<file path="src/rtl/div_sched_pkg.sv">
// Shared types and default sizing for the divided-tick slot scheduler.
package div_sched_pkg;
  localparam int DEF_NUM_SLOTS = 4;
  localparam int DEF_DIV_W     = 10;
  localparam int DEF_CNT_W     = 8;

  typedef enum logic [1:0] {IDLE, RUN, DONE} state_t;
endpackage

</file>
<file path="src/rtl/div_core.sv">
// Loadable down-counter; load wins over decrement, and it holds at zero.
module div_core #(
  parameter int W = 10
) (
  input  logic         i_clk,
  input  logic         i_rst_n,
  input  logic         i_load,
  input  logic [W-1:0] i_load_val,
  input  logic         i_dec,
  output logic [W-1:0] o_value,
  output logic         o_zero
);
  logic [W-1:0] r_cnt;

  always_ff @(posedge i_clk) begin
    if (!i_rst_n)                      r_cnt <= '0;
    else if (i_load)                   r_cnt <= i_load_val;
    else if (i_dec && (r_cnt != '0))   r_cnt <= r_cnt - W'(1);
  end

  assign o_value = r_cnt;
  assign o_zero  = (r_cnt == '0);
endmodule

</file>
<file path="src/rtl/div_sched.sv">
// Walks a table of (divide, count) slots, emitting count ticks of period D+1
// per active slot, optionally looping over the active slots until stopped.
module div_sched
  import div_sched_pkg::*;
#(
  parameter int NUM_SLOTS = DEF_NUM_SLOTS,
  parameter int DIV_W     = DEF_DIV_W,
  parameter int CNT_W     = DEF_CNT_W,
  localparam int SLOT_W   = $clog2(NUM_SLOTS)
) (
  input  logic              sys_clk,
  input  logic              sys_rst_n,
  input  logic              cfg_we,
  input  logic [SLOT_W-1:0] cfg_addr,
  input  logic [DIV_W-1:0]  cfg_div,
  input  logic [CNT_W-1:0]  cfg_cnt,
  input  logic              loop_en,
  input  logic              start,
  input  logic              stop,
  output logic              tick,
  output logic [SLOT_W-1:0] slot,
  output logic              busy,
  output logic              done
);
  state_t                              r_state;
  logic [SLOT_W-1:0]                   r_slot;
  logic [CNT_W-1:0]                    r_left;
  logic [NUM_SLOTS-1:0][DIV_W-1:0]     r_div;
  logic [NUM_SLOTS-1:0][CNT_W-1:0]     r_cnt;

  logic [NUM_SLOTS-1:0] w_act;
  logic                 w_any, w_has_hi, w_nxt_ok, w_zero, w_last;
  logic [SLOT_W-1:0]    w_first, w_hi, w_nxt, w_ld_slot;
  logic                 w_start_run, w_ld, w_dec;
  logic [DIV_W-1:0]     w_div_val;

  genvar g;
  generate
    for (g = 0; g < NUM_SLOTS; g++) begin : g_act
      assign w_act[g] = (r_cnt[g] != '0);
    end
  endgenerate

  // Descending scan so the final hit is the lowest qualifying index.
  always_comb begin
    w_any    = 1'b0;
    w_first  = '0;
    w_has_hi = 1'b0;
    w_hi     = '0;
    for (int i = NUM_SLOTS - 1; i >= 0; i--) begin
      if (w_act[i]) begin
        w_any   = 1'b1;
        w_first = SLOT_W'(i);
        if (i > int'(r_slot)) begin
          w_has_hi = 1'b1;
          w_hi     = SLOT_W'(i);
        end
      end
    end
  end

  assign w_nxt       = w_has_hi ? w_hi : w_first;
  assign w_nxt_ok    = w_has_hi | (loop_en & w_any);
  assign w_last      = (r_left <= CNT_W'(1));
  assign w_start_run = (r_state == IDLE) && start && !stop && w_any;
  assign w_ld_slot   = (r_state == IDLE) ? w_first : (w_last ? w_nxt : r_slot);
  assign w_ld        = w_start_run ||
                       ((r_state == RUN) && !stop && w_zero && (!w_last || w_nxt_ok));
  assign w_dec       = (r_state == RUN) && !stop && !w_zero;
  assign w_div_val   = r_div[w_ld_slot];

  div_core #(.W(DIV_W)) u_core (
    .i_clk      (sys_clk),
    .i_rst_n    (sys_rst_n),
    .i_load     (w_ld),
    .i_load_val (w_div_val),
    .i_dec      (w_dec),
    .o_value    (),
    .o_zero     (w_zero)
  );

  always_ff @(posedge sys_clk) begin
    if (!sys_rst_n) begin
      r_state <= IDLE;
      r_slot  <= '0;
      r_left  <= '0;
      for (int i = 0; i < NUM_SLOTS; i++) begin
        r_div[i] <= DIV_W'(1);
        r_cnt[i] <= '0;
      end
    end else begin
      // Table is frozen while running so slot loads always see stable values.
      if (cfg_we && (r_state != RUN)) begin
        r_div[cfg_addr] <= cfg_div;
        r_cnt[cfg_addr] <= cfg_cnt;
      end
      case (r_state)
        IDLE: begin
          if (start && !stop) begin
            if (w_any) begin
              r_state <= RUN;
              r_slot  <= w_first;
              r_left  <= r_cnt[w_first];
            end else begin
              r_state <= DONE;
            end
          end
        end
        RUN: begin
          if (stop) begin
            r_state <= IDLE;
          end else if (w_zero) begin
            if (!w_last) begin
              r_left <= r_left - CNT_W'(1);
            end else if (w_nxt_ok) begin
              r_slot <= w_nxt;
              r_left <= r_cnt[w_nxt];
            end else begin
              r_state <= DONE;
            end
          end
        end
        DONE:    r_state <= IDLE;
        default: r_state <= IDLE;
      endcase
    end
  end

  assign tick = (r_state == RUN) && w_zero && !stop;
  assign busy = (r_state == RUN);
  assign done = (r_state == DONE);
  assign slot = r_slot;
endmodule
</file>
<file path="config.mk">
export PLATFORM = sky130hd
export DESIGN_NAME = div_sched
export DESIGN_NICKNAME = d
export VERILOG_FILES = /design/src/rtl/div_sched_pkg.sv /design/src/rtl/div_core.sv /design/src/rtl/div_sched.sv
export SDC_FILE = /design/constraint.sdc
export NUM_CORES = 1
export LEC_CHECK = 0
export CORE_AREA = 2 2 113 88
export DETAILED_ROUTE_END_ITERATION = 8
export DIE_AREA = 0 0 115 90
export PLACE_DENSITY = 0.74
export SETUP_SLACK_MARGIN = 0.15
export SLEW_MARGIN = 20
export SYNTH_ARGS = -nofsm -noshare
export SYNTH_HDL_FRONTEND = slang
export SYNTH_SLANG_ARGS = --single-unit
</file>
<file path="constraint.sdc">
create_clock -name sys_clk -period 4.07 [get_ports sys_clk]
set_input_delay 0.6105 -clock sys_clk [delete_from_list [all_inputs] [get_ports sys_clk]]
set_output_delay 0.6105 -clock sys_clk [all_outputs]
set_load 0.02 [all_outputs]
</file>
-- After elaboration in Yosys (flattened, before gate mapping)
Index checks and enable logic that the tools add are counted.
- register bits after elaboration: 94
- word-level logic and storage cells: 126
- order comparisons: 9
- multiplexer cells: 58
- eq/ne operators: 13
- reductions and logical operators: 30
- add/subtract/negate cells: 2
- bitwise operators: 2
- operators with widths (cell ; number):
    8-bit 2-to-1 mux ; 9
    2-bit 2-to-1 mux ; 25
    40-bit bitwise mux ; 1
    10-bit 2-to-1 mux ; 4
    8-bit binary-select mux with 2-bit select ; 2
    32-bit bitwise mux ; 1
    8-bit nonzero test ; 4
    10-bit binary-select mux with 2-bit select ; 1
    10-bit demux with 2-bit select ; 1
    8-bit demux with 2-bit select ; 1
    8-bit case mux with 2 select lines ; 1
    1-bit logical AND ; 13
    2-bit by 3-bit < comparator with 1-bit output, second input constant ; 4
    10-bit logical NOT ; 1
    1-bit 2-to-1 mux ; 10
    2-bit by 1-bit inequality test with 1-bit output, second input constant ; 5
    10-bit nonzero test ; 1
    10-bit by 1-bit subtractor with 10-bit output, second input constant ; 1
    8-bit by 1-bit <= comparator with 1-bit output, second input constant ; 1
    2-bit case mux with 2 select lines ; 2
    8-bit by 1-bit subtractor with 8-bit output, second input constant ; 1
    7-bit AND reduction ; 1
    3-bit by 2-bit inequality test with 1-bit output, second input constant ; 2
    3-bit inequality test, second input constant ; 2
    14 further kinds ; 20

-- Logic depth before layout (Yosys ltp)
- depth in word-level cells: 15
- depth in mapped cells: 11
- gate-level depth less buffers: 10

-- By module
From an unflattened synthesis, not the netlist that was laid out.
- cells, all modules: 644
- area total of the unflattened synthesis: 5032.3 um^2
- by module, submodules not included (module ; cells an instance ; area each (um^2) ; times used):
    div_sched ; 566 ; 4396.7 ; 1
    div_core ; 78 ; 635.6 ; 1

-- Least setup slack after synthesis
No wires, ideal clock.
- path type: register to register
- start point: register u_core.r_cnt[0], in the netlist u_core.o_value[0]
- end point: register u_core.r_cnt[8], in the netlist u_core.o_value[8]
- data arrival time: 2.465 ns
- period minus slack after synthesis: 2.582 ns
- library setup time: 0.117 ns
- cell stages (with the launch flop): 12
- setup slack: 1.488 ns
- path through: dfxtp_1 inv_1 ha_1 nor4b_1 nor4b_1 and4_1 nand2b_2 and2_4 buf_6 o21bai_1 a22o_1 a32o_1
- cells in the longest elaborated chain, start to end: 5
- elaborated cells between the ends (all ways): 12
- classes of those cells: 1 x add/sub; 2 x mux; 9 x reduce/logical
- RTL lines (what ; RTL line ; RTL):
    start: declaration ; div_core.sv:13 ; logic [W-1:0] r_cnt;
    start signal: assignment ; div_core.sv:17 ; else if (i_load) r_cnt <= i_load_val;
    start signal: assignment ; div_core.sv:18 ; else if (i_dec && (r_cnt != '0)) r_cnt <= r_cnt - W'(1);
    branches (longest 5 deep; another with 10-bit by 1-bit subtractor with 10-bit output) ; n/a ;
Several ways; the timed one is not identified. The select of a mux whose other input is x is not followed.
A chain may end at the register's enable or synchronous reset.

-- Worst setup path in the final report
- start point: register u_core.r_cnt[0], in the netlist u_core.o_value[0]
- end point: output tick
- cells in the longest elaborated chain, start to end: 3
- RTL lines (what ; RTL line ; RTL):
    10-bit logical NOT ; div_core.sv:22 ; assign o_zero = (r_cnt == '0);
    1-bit logical AND (2 in series) ; div_sched.sv:129 ; assign tick = (r_state == RUN) && w_zero && !stop;
    end: declaration ; div_sched.sv:20 ; output logic tick,
No other way between the ends.

==> impl_metrics.csv <==
group,metric,value,unit
outcome,run_status,"finished clean",
power,power_density_relative_to_cell_area,498,nW/um^2
sta,setup_viol_count_final,0,
sta,final.min_clock_period,3360,ps
sta,fin_crit_sh,82.6,%
critical_path,cp_launch_type,"flip-flop",
clock_network,cts_num_sinks,94,
critical_path,critPathMaxFanout,4,
clock_network,clkTransAtPathRegs,70,ps
synth,syn-cell-area,5030,sq um
clock_network,ctsResizeCount,0,
synth,synth.net_count,677,
floorplan,floorplan.initialDensity,54.1,%
global_route,grt_usage,28.8,%
critical_path,r2r.worst_path.cells,8,
synth,netlist.area_leader.share,37.4,%
clock_network,cts_buffer_count,9,
placed_design,place.port_buffers,30,
cells_and_area,nNetsFinal,686,
global_route,grt_first_pass_wirelength,23500,um
power,ir_drop,297,uV
synth,synth_compound_gate_area_share,21.8,%
synth,synth_xor_xnor_area_share,0.870,%
cells_and_area,num-fill-cells,840,
synth,post_synth_main_area_contributors,"sky130_fd_sc_hd__dfxtp_1 (37%), sky130_fd_sc_hd__nand2_1 (13%), sky130_fd_sc_hd__a21oi_1 (9.7%)",
clock_network,cts-hold-fix-buffers,0,
synth,ys_seq_elements,94,
floorplan,design.core.area,9310,sq um
synth,yosys.area_share.adder,0.746,%
cells_and_area,antenna_cells_inserted,0,
sta,max_slew.worst_pin.slew,915,ps
synth,postSynth.asyncResetShare,0,%
detailed_routing,vias_per_inst,6.26,
critical_path,worst_path_required_time,3460,ps
synth,synth_top_family_by_area,"simple AND/OR/NAND/NOR gates",
clock_network,root_buffer,"sky130_fd_sc_hd__clkbuf_16",
critical_path,rr_startpoint,"r_cnt[15]",
clock_network,cts_htree_levels,3,
synth,yosys.area_share.simple,24.0,%
detailed_routing,drc_violation_total_after_the_first_tritonroute_iteration,420,
detailed_routing,first_pass_iters,5,
floorplan,io_pins,31,
placed_design,dpl-instance-area,5340,sq um
cells_and_area,regArea,1880,sq um
synth,synth_cell_types,67,
detailed_routing,remaining_drc_errors,0,
sta,grt_setup_unrepaired,"false",
placed_design,dp_hpwl,9710,um
global_route,antenna_violations_before_repair,0,
cells_and_area,area_overhead_vs_synth,12.2,%
critical_path,cp-startpoint,"u_core.o_value[0]",
cells_and_area,layout_cells_sized_above_1,7.70,%
detailed_routing,totalWireLength,14300,um
run,drv.max_cap_violation_count,0,
synth,post_synth.cell_area_avg,7.77,sq um
synth,seq_total_area_yosys,37.4,%
detailed_routing,antenna_violating_nets_post_route,0,
synth,synth_largest_area_cell,"sky130_fd_sc_hd__dfxtp_1",
clock_network,clock_insertion_delay_worst_skew,350,ps
power,power_leakage,0.00202,uW
detailed_routing,detail_route.wl_per_cell,18.4,um
sta,tns,0,ps
floorplan,floorplan.die_area,10400,sq um
cells_and_area,area_occupied_by_multi_input_gates,2900,sq um
min_path,worstHoldPathCells,2,
synth,synth_edf_count,0,
synth,syn-instance-count,648,
sta,fmax,298,MHz
critical_path,end_kind,"primary output",
synth,synthMuxAreaShare,9.95,%
global_route,grt_pass1_vias,4518,
critical_path,path_class,"flip-flop to primary output",
floorplan,horizontal_die_dimension,115,um
floorplan,floorplan.die.height,90,um
placed_design,gp_congestion,0.947,
min_path,hold_class,"flip-flop to flip-flop",
synth,synthesis.yosys.warnings,0,
sta,clock_skew,4.62,ps
sta,report.final.hold_viol_count,0,
detailed_routing,dr_total_vias,4862,
sta,report.final.slew_viol_count,0,
synth,yosys_most_used_dff,"sky130_fd_sc_hd__dfxtp_1",
critical_path,worst_ep_arrival_time,2750,ps
global_route,grt.overflow.total,0,
cells_and_area,final_area,5650,sq um
clock_network,cts-root-to-sink-buffers,2,
clock_network,post_cts_buffers,0,
global_route,largest_net_degree_at_the_start_of_global_routing,80,
sta,max_slew_margin,39.0,%
min_path,min_delay_src,"r_div[37]",
clock_network,tritoncts,"built",
floorplan,placement_rows,31,
-- cells by family after synthesis --
kind of cell             after synthesis
multiplexers                          49
adder cells (fa/ha/maj)                3
AO/OA/AOI/OAI                        177
buffers and inverters                 54
flip-flops                            94
XOR/XNOR                               5
AND/OR/NAND/NOR                      266
-- registers in the layout, summed over array words and instances (netlist names) --
name,flops
r_div,40
r_cnt,32
u_core.o_value,10
r_left,8
r_state,2
slot,2
-- synth_stat cells (all sizes together) (4+ instances only) --
| cell type | count |
|---|---|
| nand2 | 170 |
| a21oi | 100 |
| dfxtp | 94 |
| mux2i | 41 |
| nor2 | 31 |
| clkbuf | 30 |
| o21ai | 20 |
| inv | 13 |
| nand3 | 12 |
| buf | 11 |
| nor3 | 10 |
| nor4 | 10 |
| a211oi | 9 |
| a31oi | 8 |
| mux2 | 8 |
| o211ai | 8 |
| nand2b | 5 |
| a22o | 4 |
| and2 | 4 |
| nand4 | 4 |
| o31ai | 4 |
| or4 | 4 |
| xnor2 | 4 |
-- power breakdown --
group          internal [uW]  total (uW)  switching [uW]
clock network            501         879             378
logic                    345         884             540
registers                982        1050            67.0
total                   1830        2810             985
-- worst paths after layout --
check / to / slack [ps]
max: tick / 710
min: r_div[37] / 460
max reg2reg: u_core.o_value[9] / 900
min reg2reg: r_div[37] / 460
-- worst max-delay path: stages (launching register included) --
cell,delay [ps]
sky130_fd_sc_hd__dfxtp_1,310
sky130_fd_sc_hd__inv_1,90
sky130_fd_sc_hd__ha_1,210
sky130_fd_sc_hd__nor4b_1,370
sky130_fd_sc_hd__nor4b_1,530
sky130_fd_sc_hd__and4_1,300
sky130_fd_sc_hd__clkdlybuf4s50_1,610
-- metrics by stage --
step           worst slack, ps  instances  total power, uW  hold WS, ps  utilization [%]
6_report                   710        777             2810          456             60.7
4_1_cts                    717        777             2800          456             60.7
3_3_place_gp              1030        761             1910          439             57.3
3_5_place_dp               976        761             1930          446             57.3
2_1_floorplan             1490        648             1740          433                -
5_1_grt                    493        777             2940          470             60.7
-- layer usage --
metal / wire [um] / global-route usage [%] / up-vias
li1: - / - / 2305
met1: 6620 / 41.8 / 2320
met2: 6190 / 42.6 / 223
met3: 1300 / 6.61 / 14
met4: 191 / 7.93 / 0
met5: 0 / 0 / -
-- cell type report --
type | count | area share, %
Tap cell | 115 | 2.55
Inverter | 13 | 0.864
Sequential cell | 94 | 33.3
Clock buffer | 11 | 4.30
Timing Repair Buffer | 39 | 6.51
Multi-Input combinational cell | 500 | 51.3
Clock inverter | 5 | 1.17
-- placed cells by master, fill, tap and decap left out, types with 3 or more instances in the layout --
cell / instances
sky130_fd_sc_hd__nand2_1: 170
sky130_fd_sc_hd__a21oi_1: 98
sky130_fd_sc_hd__dfxtp_1: 94
sky130_fd_sc_hd__mux2i_1: 41
sky130_fd_sc_hd__clkdlybuf4s50_1: 30
sky130_fd_sc_hd__nor2_1: 29
sky130_fd_sc_hd__o21ai_0: 15
sky130_fd_sc_hd__inv_1: 12
sky130_fd_sc_hd__nand3_1: 12
sky130_fd_sc_hd__a211oi_1: 9
sky130_fd_sc_hd__nor3_1: 9
sky130_fd_sc_hd__clkbuf_16: 9
sky130_fd_sc_hd__buf_4: 9
sky130_fd_sc_hd__o211ai_1: 8
sky130_fd_sc_hd__mux2_2: 8
sky130_fd_sc_hd__a31oi_1: 8
sky130_fd_sc_hd__nor4_1: 6
sky130_fd_sc_hd__o21ai_1: 5
sky130_fd_sc_hd__nand2b_1: 4
sky130_fd_sc_hd__nor4_2: 4
sky130_fd_sc_hd__a22o_1: 4
sky130_fd_sc_hd__xnor2_1: 4
sky130_fd_sc_hd__nor2b_1: 3
sky130_fd_sc_hd__or3_1: 3
sky130_fd_sc_hd__and2_1: 3
sky130_fd_sc_hd__a211o_1: 3
sky130_fd_sc_hd__nand4_1: 3
sky130_fd_sc_hd__o31ai_1: 3
sky130_fd_sc_hd__ha_1: 3
Power figures use the tool's default switching activity.
